===== config.mk =====
export PLATFORM = sky130hd
export DESIGN_NAME = maze_round_ctrl
export DESIGN_NICKNAME = d
export VERILOG_FILES = /design/src/rtl/maze_game_pkg.sv /design/src/rtl/maze_round_ctrl_tick_gen.sv /design/src/rtl/maze_round_ctrl.sv
export SDC_FILE = /design/constraint.sdc
export NUM_CORES = 1
export LEC_CHECK = 0
export ABC_AREA = 1
export CAP_MARGIN = 20
export CORE_ASPECT_RATIO = 1.5
export CORE_MARGIN = 3
export CORE_UTILIZATION = 50
export CTS_BUF_LIST = sky130_fd_sc_hd__clkbuf_16
export DETAILED_ROUTE_END_ITERATION = 7
export GPL_ROUTABILITY_DRIVEN = 0
export PLACE_DENSITY = 0.77
export SLEW_MARGIN = 20
export SYNTH_ARGS = -nofsm -noshare
export SYNTH_HDL_FRONTEND = slang
export SYNTH_SLANG_ARGS = --single-unit

===== constraint.sdc =====
create_clock -name clock -period 2 [get_ports clock]
set_clock_uncertainty 0.1 [all_clocks]
set_input_delay 0.4 -clock clock [delete_from_list [all_inputs] [get_ports clock]]
set_output_delay 0.4 -clock clock [all_outputs]
set_load 0.05 [all_outputs]

===== src/rtl/maze_game_pkg.sv =====
// Shared encodings for the maze game: round states, level codes and default round lengths.
package maze_game_pkg;

  typedef enum logic [2:0] {
    ST_IDLE  = 3'd0,
    ST_LOAD  = 3'd1,
    ST_DRAW  = 3'd2,
    ST_PLAY  = 3'd3,
    ST_WIN   = 3'd4,
    ST_LOSE  = 3'd5,
    ST_CLEAR = 3'd6
  } round_state_e;

  typedef enum logic [1:0] {
    LVL_NONE = 2'd0,
    LVL_EASY = 2'd1,
    LVL_MED  = 2'd2,
    LVL_HARD = 2'd3
  } level_e;

  localparam int unsigned DEF_T_EASY = 90;
  localparam int unsigned DEF_T_MED  = 60;
  localparam int unsigned DEF_T_HARD = 30;

  // One-hot switch set to a level code; anything else maps to LVL_NONE.
  function automatic level_e decode_level(input logic hard, input logic med, input logic easy);
    case ({hard, med, easy})
      3'b100:  return LVL_HARD;
      3'b010:  return LVL_MED;
      3'b001:  return LVL_EASY;
      default: return LVL_NONE;
    endcase
  endfunction

endpackage


===== src/rtl/maze_round_ctrl_tick_gen.sv =====
// Game-second tick divider: counts 0..CLK_HZ-1 while enabled, flags the wrap cycle.
module game_tick_gen #(
  parameter int unsigned CLK_HZ = 50_000_000
) (
  input  logic clock,
  input  logic resetn,
  input  logic clear,
  input  logic enable,
  output logic tick_c
);

  localparam int unsigned CNT_W = (CLK_HZ > 1) ? $clog2(CLK_HZ) : 1;
  localparam logic [CNT_W-1:0] CNT_LAST = CNT_W'(CLK_HZ - 1);

  logic [CNT_W-1:0] cnt;

  assign tick_c = enable && (cnt == CNT_LAST);

  always_ff @(posedge clock) begin
    if (!resetn)     cnt <= '0;
    else if (clear)  cnt <= '0;
    else if (enable) cnt <= tick_c ? '0 : cnt + CNT_W'(1);
  end

endmodule


===== src/rtl/maze_round_ctrl.sv =====
// Round sequencer: level latch, draw handshake, countdown and win/lose/clear.
// Optional GAME_PAUSE_EN adds a level-sensitive pause input that freezes play.
module maze_round_ctrl
  import maze_game_pkg::*;
#(
  parameter int unsigned CLK_HZ = 50_000_000,
  parameter int unsigned TIME_W = 8,
  parameter int unsigned T_EASY = DEF_T_EASY,
  parameter int unsigned T_MED  = DEF_T_MED,
  parameter int unsigned T_HARD = DEF_T_HARD
) (
  input  logic              clock,
  input  logic              resetn,
`ifdef GAME_PAUSE_EN
  input  logic              pause,
`endif
  input  logic              start,
  input  logic              hard,
  input  logic              med,
  input  logic              easy,
  input  logic              draw_done,
  input  logic              at_exit,
  output logic              draw_req,
  output logic [1:0]        draw_level,
  output logic              play_en,
  output logic [TIME_W-1:0] time_left,
  output logic              win,
  output logic              lose,
  output logic              ext_reset
);

  round_state_e      state, state_nxt;
  logic [1:0]        level_nxt;
  logic [TIME_W-1:0] time_nxt;
  logic [TIME_W-1:0] lvl_time_c;
  logic              lvl_sw_c;
  logic              paused_c;
  logic              tick_c;
  level_e            sel_lvl_c;

`ifdef GAME_PAUSE_EN
  assign paused_c = pause;
`else
  assign paused_c = 1'b0;
`endif

  assign sel_lvl_c = decode_level(hard, med, easy);

  game_tick_gen #(.CLK_HZ(CLK_HZ)) u_tick (
    .clock  (clock),
    .resetn (resetn),
    .clear  (state == ST_LOAD),
    .enable ((state == ST_PLAY) && !paused_c),
    .tick_c (tick_c)
  );

  // Round length and still-selected switch for the latched level.
  always_comb begin
    lvl_time_c = '0;
    lvl_sw_c   = 1'b0;
    case (draw_level)
      LVL_EASY: begin lvl_time_c = TIME_W'(T_EASY); lvl_sw_c = easy; end
      LVL_MED:  begin lvl_time_c = TIME_W'(T_MED);  lvl_sw_c = med;  end
      LVL_HARD: begin lvl_time_c = TIME_W'(T_HARD); lvl_sw_c = hard; end
      default:  begin lvl_time_c = '0;              lvl_sw_c = 1'b0; end
    endcase
  end

  always_comb begin
    state_nxt = state;
    level_nxt = draw_level;
    time_nxt  = time_left;
    case (state)
      ST_IDLE: begin
        if (start && (sel_lvl_c != LVL_NONE)) begin
          level_nxt = sel_lvl_c;
          state_nxt = ST_LOAD;
        end
      end
      ST_LOAD: begin
        time_nxt  = lvl_time_c;
        state_nxt = ST_DRAW;
      end
      ST_DRAW: begin
        if (draw_done) state_nxt = ST_PLAY;
      end
      ST_PLAY: begin
        // Exit beats abort beats timeout; a winning final tick leaves time_left untouched.
        if (!paused_c && at_exit) begin
          state_nxt = ST_WIN;
        end else if (!lvl_sw_c) begin
          state_nxt = ST_CLEAR;
        end else if (!paused_c) begin
          if (tick_c && (time_left != '0)) time_nxt = time_left - TIME_W'(1);
          if ((tick_c && (time_left == TIME_W'(1))) || (time_left == '0))
            state_nxt = ST_LOSE;
        end
      end
      ST_WIN, ST_LOSE: begin
        if (start) state_nxt = ST_CLEAR;
      end
      ST_CLEAR: begin
        level_nxt = LVL_NONE;
        state_nxt = ST_IDLE;
      end
      default: state_nxt = ST_IDLE;
    endcase
  end

  // Outputs registered from the next state so they track the state register.
  always_ff @(posedge clock) begin
    if (!resetn) begin
      state      <= ST_IDLE;
      draw_level <= '0;
      time_left  <= '0;
      draw_req   <= 1'b0;
      play_en    <= 1'b0;
      win        <= 1'b0;
      lose       <= 1'b0;
      ext_reset  <= 1'b0;
    end else begin
      state      <= state_nxt;
      draw_level <= level_nxt;
      time_left  <= time_nxt;
      draw_req   <= (state_nxt == ST_DRAW);
      play_en    <= (state_nxt == ST_PLAY) && !paused_c;
      win        <= (state_nxt == ST_WIN);
      lose       <= (state_nxt == ST_LOSE);
      ext_reset  <= (state_nxt == ST_CLEAR);
    end
  end

endmodule


### After elaboration in Yosys (flattened, before gate mapping)

Index checks and enable logic that the tools add are counted.

| storage, ports and cells | value |
|---|---|
| bits in latches | 0 |
| word-level logic and storage cells | 67 |
| bits in writable memories | 0 |
| ROM bits | 0 |
| bits in registers | 44 |
| memories | 0 |

| cells by class | value |
|---|---|
| divide/modulo/power cells | 0 |
| shift operators | 0 |
| equal/unequal tests | 23 |
| multipliers | 0 |
| $lt $le $gt $ge | 0 |
| reductions and logical operators | 15 |
| add/sub/neg operators | 2 |
| bitwise operators | 1 |
| mux-type cells | 17 |

Operators with widths:

| operator | count |
|---|---|
| $add 26x1->26 const B | 1 |
| $eq 26x26->1 const B | 1 |
| $mux 26 | 1 |
| $mux 8 | 3 |
| $eq 3x3->1 const B | 7 |
| $pmux 7 s3 | 1 |
| $mux 3 | 6 |
| $pmux 8 s2 | 1 |
| $eq 3x2->1 const B | 5 |
| $pmux 3 s5 | 1 |
| $eq 8x1->1 const B | 1 |
| $logic_not 8->1 | 1 |
| $ne 2x2->1 const B | 4 |
| $reduce_bool 8->1 | 1 |
| $sub 8x1->8 const B | 1 |
| $eq 3x1->1 const B | 2 |
| $pmux 2 s3 | 1 |
| $reduce_bool 2->1 | 3 |
| $eq 2x2->1 const B | 2 |
| $logic_and 1x1->1 | 4 |
| $pmux 2 s2 | 1 |
| $reduce_and 4->1 | 1 |
| $reduce_or 2->1 | 2 |
| $logic_not 3->1 | 1 |
| other kinds (6) | 6 |

### Logic depth before layout (Yosys ltp)

Gate-level depths: netlist of the first run.

| depth | value |
|---|---|
| depth after elaboration | 9 |
| gate-level depth with buffers | 13 |
| gate-level depth less buffers | 12 |

### Hierarchy

Synthesis of the first run repeated with hierarchy kept, for this count alone.

| second synthesis, totals | value |
|---|---|
| cells, all modules | 415 |
| area total of the unflattened synthesis | 2592.5 µm² |

By module, submodules not included:

| module | seq. area each (µm²) | cells an instance | area an instance (µm²) | instances |
|---|---|---|---|---|
| game_tick_gen | 520.5 | 228 | 1458.9 | 1 |
| maze_round_ctrl | 360.3 | 187 | 1133.6 | 1 |

### Least setup slack after synthesis of the first run

No wires, ideal clock.

| timing | value |
|---|---|
| kind | register to register |
| from | reg time_left[0] |
| to | reg time_left[1] |
| path slack | 99 ps |
| clock period less this slack | 1901 ps |
| data required time | 1784 ps |
| stages on the path, launching flop included | 9 |
| data arrival time | 1685 ps |
| setup time | 116 ps |
| cell sequence | dfxtp_1 inv_1 ha_1 nand4_1 inv_1 o21ai_4 nand2_4 o21ai_0 nor2_1 |

| between the ends | value |
|---|---|
| cells in the longest elaborated chain, start to end | 5 |
| elaborated cells on any way between the ends | 9 |
| classes of those cells | 1 x add/sub; 1 x eq/ne; 4 x mux; 3 x reduce/logical |

Ends and longest elaborated chain:

| item | line | source |
|---|---|---|
| start, declared | maze_round_ctrl.sv:26 | `output logic [TIME_W-1:0] time_left,` |
| start signal, assigned | maze_round_ctrl.sv:124 | `time_left <= time_nxt;` |
| $sub 8x1->8 | maze_round_ctrl.sv:94 | `if (tick_c && (time_left != '0)) time_nxt = time_left - TIME_W'(1);` |
| $mux 8 | maze_round_ctrl.sv:94 |  |
| $mux 8 | maze_round_ctrl.sv:91 | `end else if (!lvl_sw_c) begin` |
| $mux 8 | maze_round_ctrl.sv:89 | `if (!paused_c && at_exit) begin` |
| $pmux 8 s2 | maze_round_ctrl.sv:73 | `case (state)` |

Parallel ways exist; a longest one is shown, timed or not. The select of a mux whose other input is x is not followed.
A chain may end at the register's enable or synchronous reset.

### Worst setup path in the final report of the first run

| timing | value |
|---|---|
| from | reg time_left[5] |
| to | out time_left[5] |

No word-level cell between the ends.

==> results.toml, run 1 <==
[status]
status = "finished, final reports clean"

[cells_and_area]
nets = 457
multiInputGateArea_mm2 = 0.00146
final_common_cell = "nand2_1"
syn2layout_area_growth_pct = 19.3
fin_cells = 509
layout_common_cells = "87 x nand2_1, 66 x nor2_1, 61 x inv_1"
regArea_um2 = 881
diodes = 0
nFillCells = 468
drive_gt1_frac = 0.106

[detailed_routing]
wl_per_cell_um = 12.6
via_count = 2738
vias_per_cell = 5.38
dr.pass1.iters = 4
drc = 0
ant_nets = 0
dr.first_iter.drc_count = 180
drt_wl_total_um = 6420

[floorplan]
rows = 31
core_mm2 = 0.00493
die_w_um = 65.0
fp.dieH_um = 94.4
die_area_mm2 = 0.00613
start_util = 0.529
io_pins = 23

[placed_design]
dpl.hpwl_um = 5080
dp_slack_ps = -14.8
io_buffers = 22
numPlacedInstances = 502

[pwr]
switching_share = 0.281
p_int_uw = 1470
pwr_density_cell_mw_per_mm2 = 657
power_frac_comb = 0.181
p_switching_uw = 573
irDropWorstVdd_mv = 0.510
leakagePower_uw = 0.00131
sequentialPowerShare = 0.452
clockPowerShare = 0.367

[critical_path]
cp-start-kind = "flip-flop"
critPathKind = "flip-flop to output pin"
crit_path_max_incr_delay_ps = 810
slowest_stage = "clkdlybuf4s50_1"
critPathTopFamily = "buffers and inverters"
critPathRequiredTime_ps = 1500
path_buf_inv = 1
endpoint_kind = "output pin"
crit_path_max_fanout = 3
path_cells = "clkdlybuf4s50_1"
worstPathArrival_ps = 1440

[sta]
hold_ws_ps = 413
tightest_slew_ps = 495
fmax_mhz = 515
min_period_ps = 1940
finalMaxSlewViolations = 0
final-hold-violation-count = 0
min_period_over_period = 0.971
slew_headroom = 0.669
setup_slack_ps = 57.4
finalSetupViolCount = 0

[grt]
antenna_found_initial = 0
grt_pass1_wl_um = 11000
grt_pass1_vias = 2725
grt_max_degree = 14
overflow = 0
grt_usage = 0.226

[cts]
numClockSinks = 44
clockBufferDepth = 2
cts-root-buf = "clkbuf_16"
clkSlewWorstSetupHoldPaths_ps = 60
h-tree-depth = 2
clk_latency_ps = 280
tritoncts = "yes"
cts_buffers = 5

[synth]
syn_area_mm2 = 0.00261
ys_seq_area_frac = 0.338
synth.avg_cell_area_um2 = 6.39
netlist_instances = 408
yosysWarnings = 0
synth_cell_types = 34
ys_ff_latch = 44
syn_nets = 420

[job]
drv_cap = 0

[min_path]
hp-class = "flip-flop to flip-flop"
## cell usage after synthesis, drive strengths merged
cell | n | area, um^2
nand2 | 92 | 368
nor2 | 72 | 290
inv | 64 | 240
dfxtp | 44 | 881
nand3 | 29 | 155
a21oi | 24 | 124
o21ai | 18 | 101
nand4 | 14 | 87.6
nor3 | 13 | 65.1
nor4 | 7 | 43.8
xor2 | 7 | 61.3
buf | 5 | 27.5
ha | 4 | 50.1
a31oi | 2 | 12.5
clkinv | 2 | 8.75
nand3b | 2 | 15.0
o211a | 2 | 20.0
o31ai | 2 | 15.0
a211oi | 1 | 7.51
a41oi | 1 | 8.76
o211ai | 1 | 7.51
o21a | 1 | 7.51
o32ai | 1 | 8.76
## cell type report
type	count	share of cell area
multi-input cells	293	0.471
flip-flops and latches	44	0.283
repair buffers	35	0.0990
inverters	66	0.0801
clock buffers	5	0.0402
well taps	66	0.0266
## path summary, 6_finish.rpt
| kind | end | slack, ps | cells past startpoint | from |
|---|---|---|---|---|
| setup / recovery | time_left[5] | 60 | 1 | time_left[5] |
| hold / removal | u_tick.cnt[24] | 410 | 2 | u_tick.cnt[24] |
| setup reg to reg | u_tick.cnt[20] | 130 | 9 | state[0] |
| hold reg to reg | u_tick.cnt[24] | 410 | 2 | u_tick.cnt[24] |
## power groups by stage
stage	Sequential [uW]	Clock, uW	Combinational (uW)
after floorplan	999	0	193
final	923	750	370
after global placement	942	0	359
after global routing	925	783	409
after CTS	922	759	366
after detailed placement	941	0	365
## per-stage QoR
stage | power, uW | TNS (ps) | util | instance area, um^2
finish | 2040 | 0 | 0.631 | 3110
global route | 2120 | -12.8 | 0.631 | 3110
CTS | 2050 | 0 | 0.625 | 3080
detailed placement | 1310 | -33.6 | 0.600 | 2950
global placement | 1300 | 0 | 0.600 | 2950
floorplan | 1190 | 0 | - | 2610
## routing by layer
| metal | track usage | wire length, um | vias to the layer above |
|---|---|---|---|
| met2 | 0.422 | 3370 | 84 |
| li1 | - | - | 1395 |
| met4 | 0.159 | 345 | 0 |
| met5 | 0 | 0 | - |
| met1 | 0.219 | 2480 | 1228 |
| met3 | 0.0405 | 222 | 31 |
## what timing repair did
action                                  4_1_cts  5_1_grt
endpoints found under the setup margin        0        6
setup buffers                                 0        2
hold buffers                                  0        0
gates resized for setup                       0        5
## registers in the layout, indices dropped and copies added (netlist names)
| signal | cells |
|---|---|
| u_tick.cnt | 26 |
| time_left | 8 |
| state | 3 |
| draw_level | 2 |
| draw_req | 1 |
| ext_reset | 1 |
| lose | 1 |
| play_en | 1 |
| win | 1 |
## logic make-up (layout without fill, tap and decap cells)
logic type	after synthesis	after routing	share of synthesized area
AO/OA/AOI/OAI	53	53	0.120
adder cells (fa/ha/maj)	4	4	0.0192
XOR/XNOR	7	7	0.0235
AND/OR/NAND/NOR	229	229	0.393
buffers and inverters	71	106	0.106
flip-flops	44	44	0.338
Power figures use the tool's default switching activity.
==> run 2: changes to the inputs <==
- clock period: 2 -> 1.9 ns (I/O delays scaled with it)
==> run 2 against run 1 <==
Hold slack got worse by 13 ps. Critical path depth increased by 9. Total power increased by 7.0%. Critical path type is now flip-flop to flip-flop.
==> results.toml, run 2 (same netlist as run 1, synthesis figures left out) <==
[floorplan]
die_area_mm2 = 0.00613
fp.dieH_um = 94.4
start_util = 0.529
die_w_um = 65.0
core_mm2 = 0.00493
rows = 31
io_pins = 23

[detailed_routing]
wl_per_cell_um = 12.5
dr.first_iter.drc_count = 192
drc = 0
dr.pass1.iters = 4
vias_per_cell = 5.24
drt_wl_total_um = 6490
via_count = 2712
ant_nets = 0

[pwr]
sequentialPowerShare = 0.445
clockPowerShare = 0.378
irDropWorstVdd_mv = 0.401
switching_share = 0.287
p_switching_uw = 626
pwr_density_cell_mw_per_mm2 = 694
p_int_uw = 1560
power_frac_comb = 0.177
leakagePower_uw = 0.00136

[critical_path]
worstPathArrival_ps = 1850
critPathKind = "flip-flop to flip-flop"
critPathRequiredTime_ps = 1970
crit_path_max_fanout = 10
cp-start-kind = "flip-flop"
endpoint_kind = "flip-flop"

[grt]
grt_pass1_vias = 2517
overflow = 0
antenna_found_initial = 0
grt_usage = 0.229
grt_max_degree = 14
grt_pass1_wl_um = 11000

[cells_and_area]
final_common_cell = "nand2_1"
nets = 463
layout_common_cells = "86 x nand2_1, 66 x nor2_1, 62 x inv_1"
largest_register_ffs = 26
fin_cells = 518
diodes = 0
syn2layout_area_growth_pct = 20.7
reg_top3 = "u_tick.cnt (26), time_left (8), state (3)"
nFillCells = 482
top_register = "u_tick.cnt"
drive_gt1_frac = 0.148
regArea_um2 = 887
multiInputGateArea_mm2 = 0.00146

[placed_design]
dpl.hpwl_um = 5110
io_buffers = 22
numPlacedInstances = 508

[sta]
setup_tns_ps = 0
fmax_mhz = 561
final-hold-violation-count = 0
slew_headroom = 0.657
min_period_over_period = 0.937
min_period_ps = 1780
tightest_slew_ps = 510
finalMaxSlewViolations = 0
finalSetupViolCount = 0

[cts]
h-tree-depth = 2
clk_latency_ps = 280
cts-root-buf = "clkbuf_16"
numClockSinks = 44
tritoncts = "yes"
clkSlewWorstSetupHoldPaths_ps = 60
clockBufferDepth = 2
postCtsHoldBufs = 0
cts_buffers = 5

[min_path]
hp-class = "flip-flop to flip-flop"

[job]
drv_cap = 0

[status]
status = "finished, final reports clean"
-- run 2: per-layer routing --
layer | vias up | GRT usage | routed length (um)
li1 | 1413 | - | -
met1 | 1227 | 0.238 | 2540
met2 | 61 | 0.424 | 3590
met3 | 11 | 0.0310 | 170
met4 | 0 | 0.143 | 182
met5 | - | 0 | 0
-- run 2: metrics by stage --
step | area [um^2] | setup WS (ps) | util | hold slack (ps) | power, uW
4_1_cts | 3110 | 66.5 | 0.632 | 398 | 2210
3_3_place_gp | 2970 | -25.4 | 0.604 | 384 | 1370
5_1_grt | 3150 | -24.6 | 0.639 | 437 | 2280
3_5_place_dp | 2970 | -82.3 | 0.604 | 389 | 1370
2_1_floorplan | 2610 | 35.9 | - | 372 | 1250
6_report | 3150 | 119 | 0.639 | 401 | 2190
-- run 2: what timing repair did --
action,CTS,global route
resized for setup,0,10
buffers inserted,0,2
endpoints found under the setup margin,0,16
-- run 2: final timing paths --
path                  startpoint        endpoint  slack, ps  cells after the start
hold reg to reg   u_tick.cnt[24]  u_tick.cnt[24]        400                      2
setup reg to reg   u_tick.cnt[0]    time_left[2]        120                     10
setup / recovery   u_tick.cnt[0]    time_left[2]        120                     10
hold / removal    u_tick.cnt[24]  u_tick.cnt[24]        400                      2
-- run 2: power by group through the flow --
stage	Combinational [uW]	Clock [uW]	Sequential [uW]
after floorplan	203	0	1050
after global placement	378	0	991
after detailed placement	382	0	992
after CTS	385	850	971
after global routing	429	880	975
final	387	826	972
-- run 2: worst max-delay path, cell delays in order, from the launching register on --
cell	delay [ps]
dfxtp_2	340
ha_2	190
nand3_2	110
inv_1	110
nand2_4	80
nor2_4	140
nand2_2	90
o21ai_4	180
nand2_4	110
o21ai_0	160
nor2_1	50
-- run 2: cell type report --
cell class,count,share of cell area
repair buffers,41,0.103
flip-flops and latches,44,0.282
well taps,66,0.0262
inverters,66,0.0791
clock inverters,3,0.00437
clock buffers,5,0.0398
multi-input cells,293,0.465
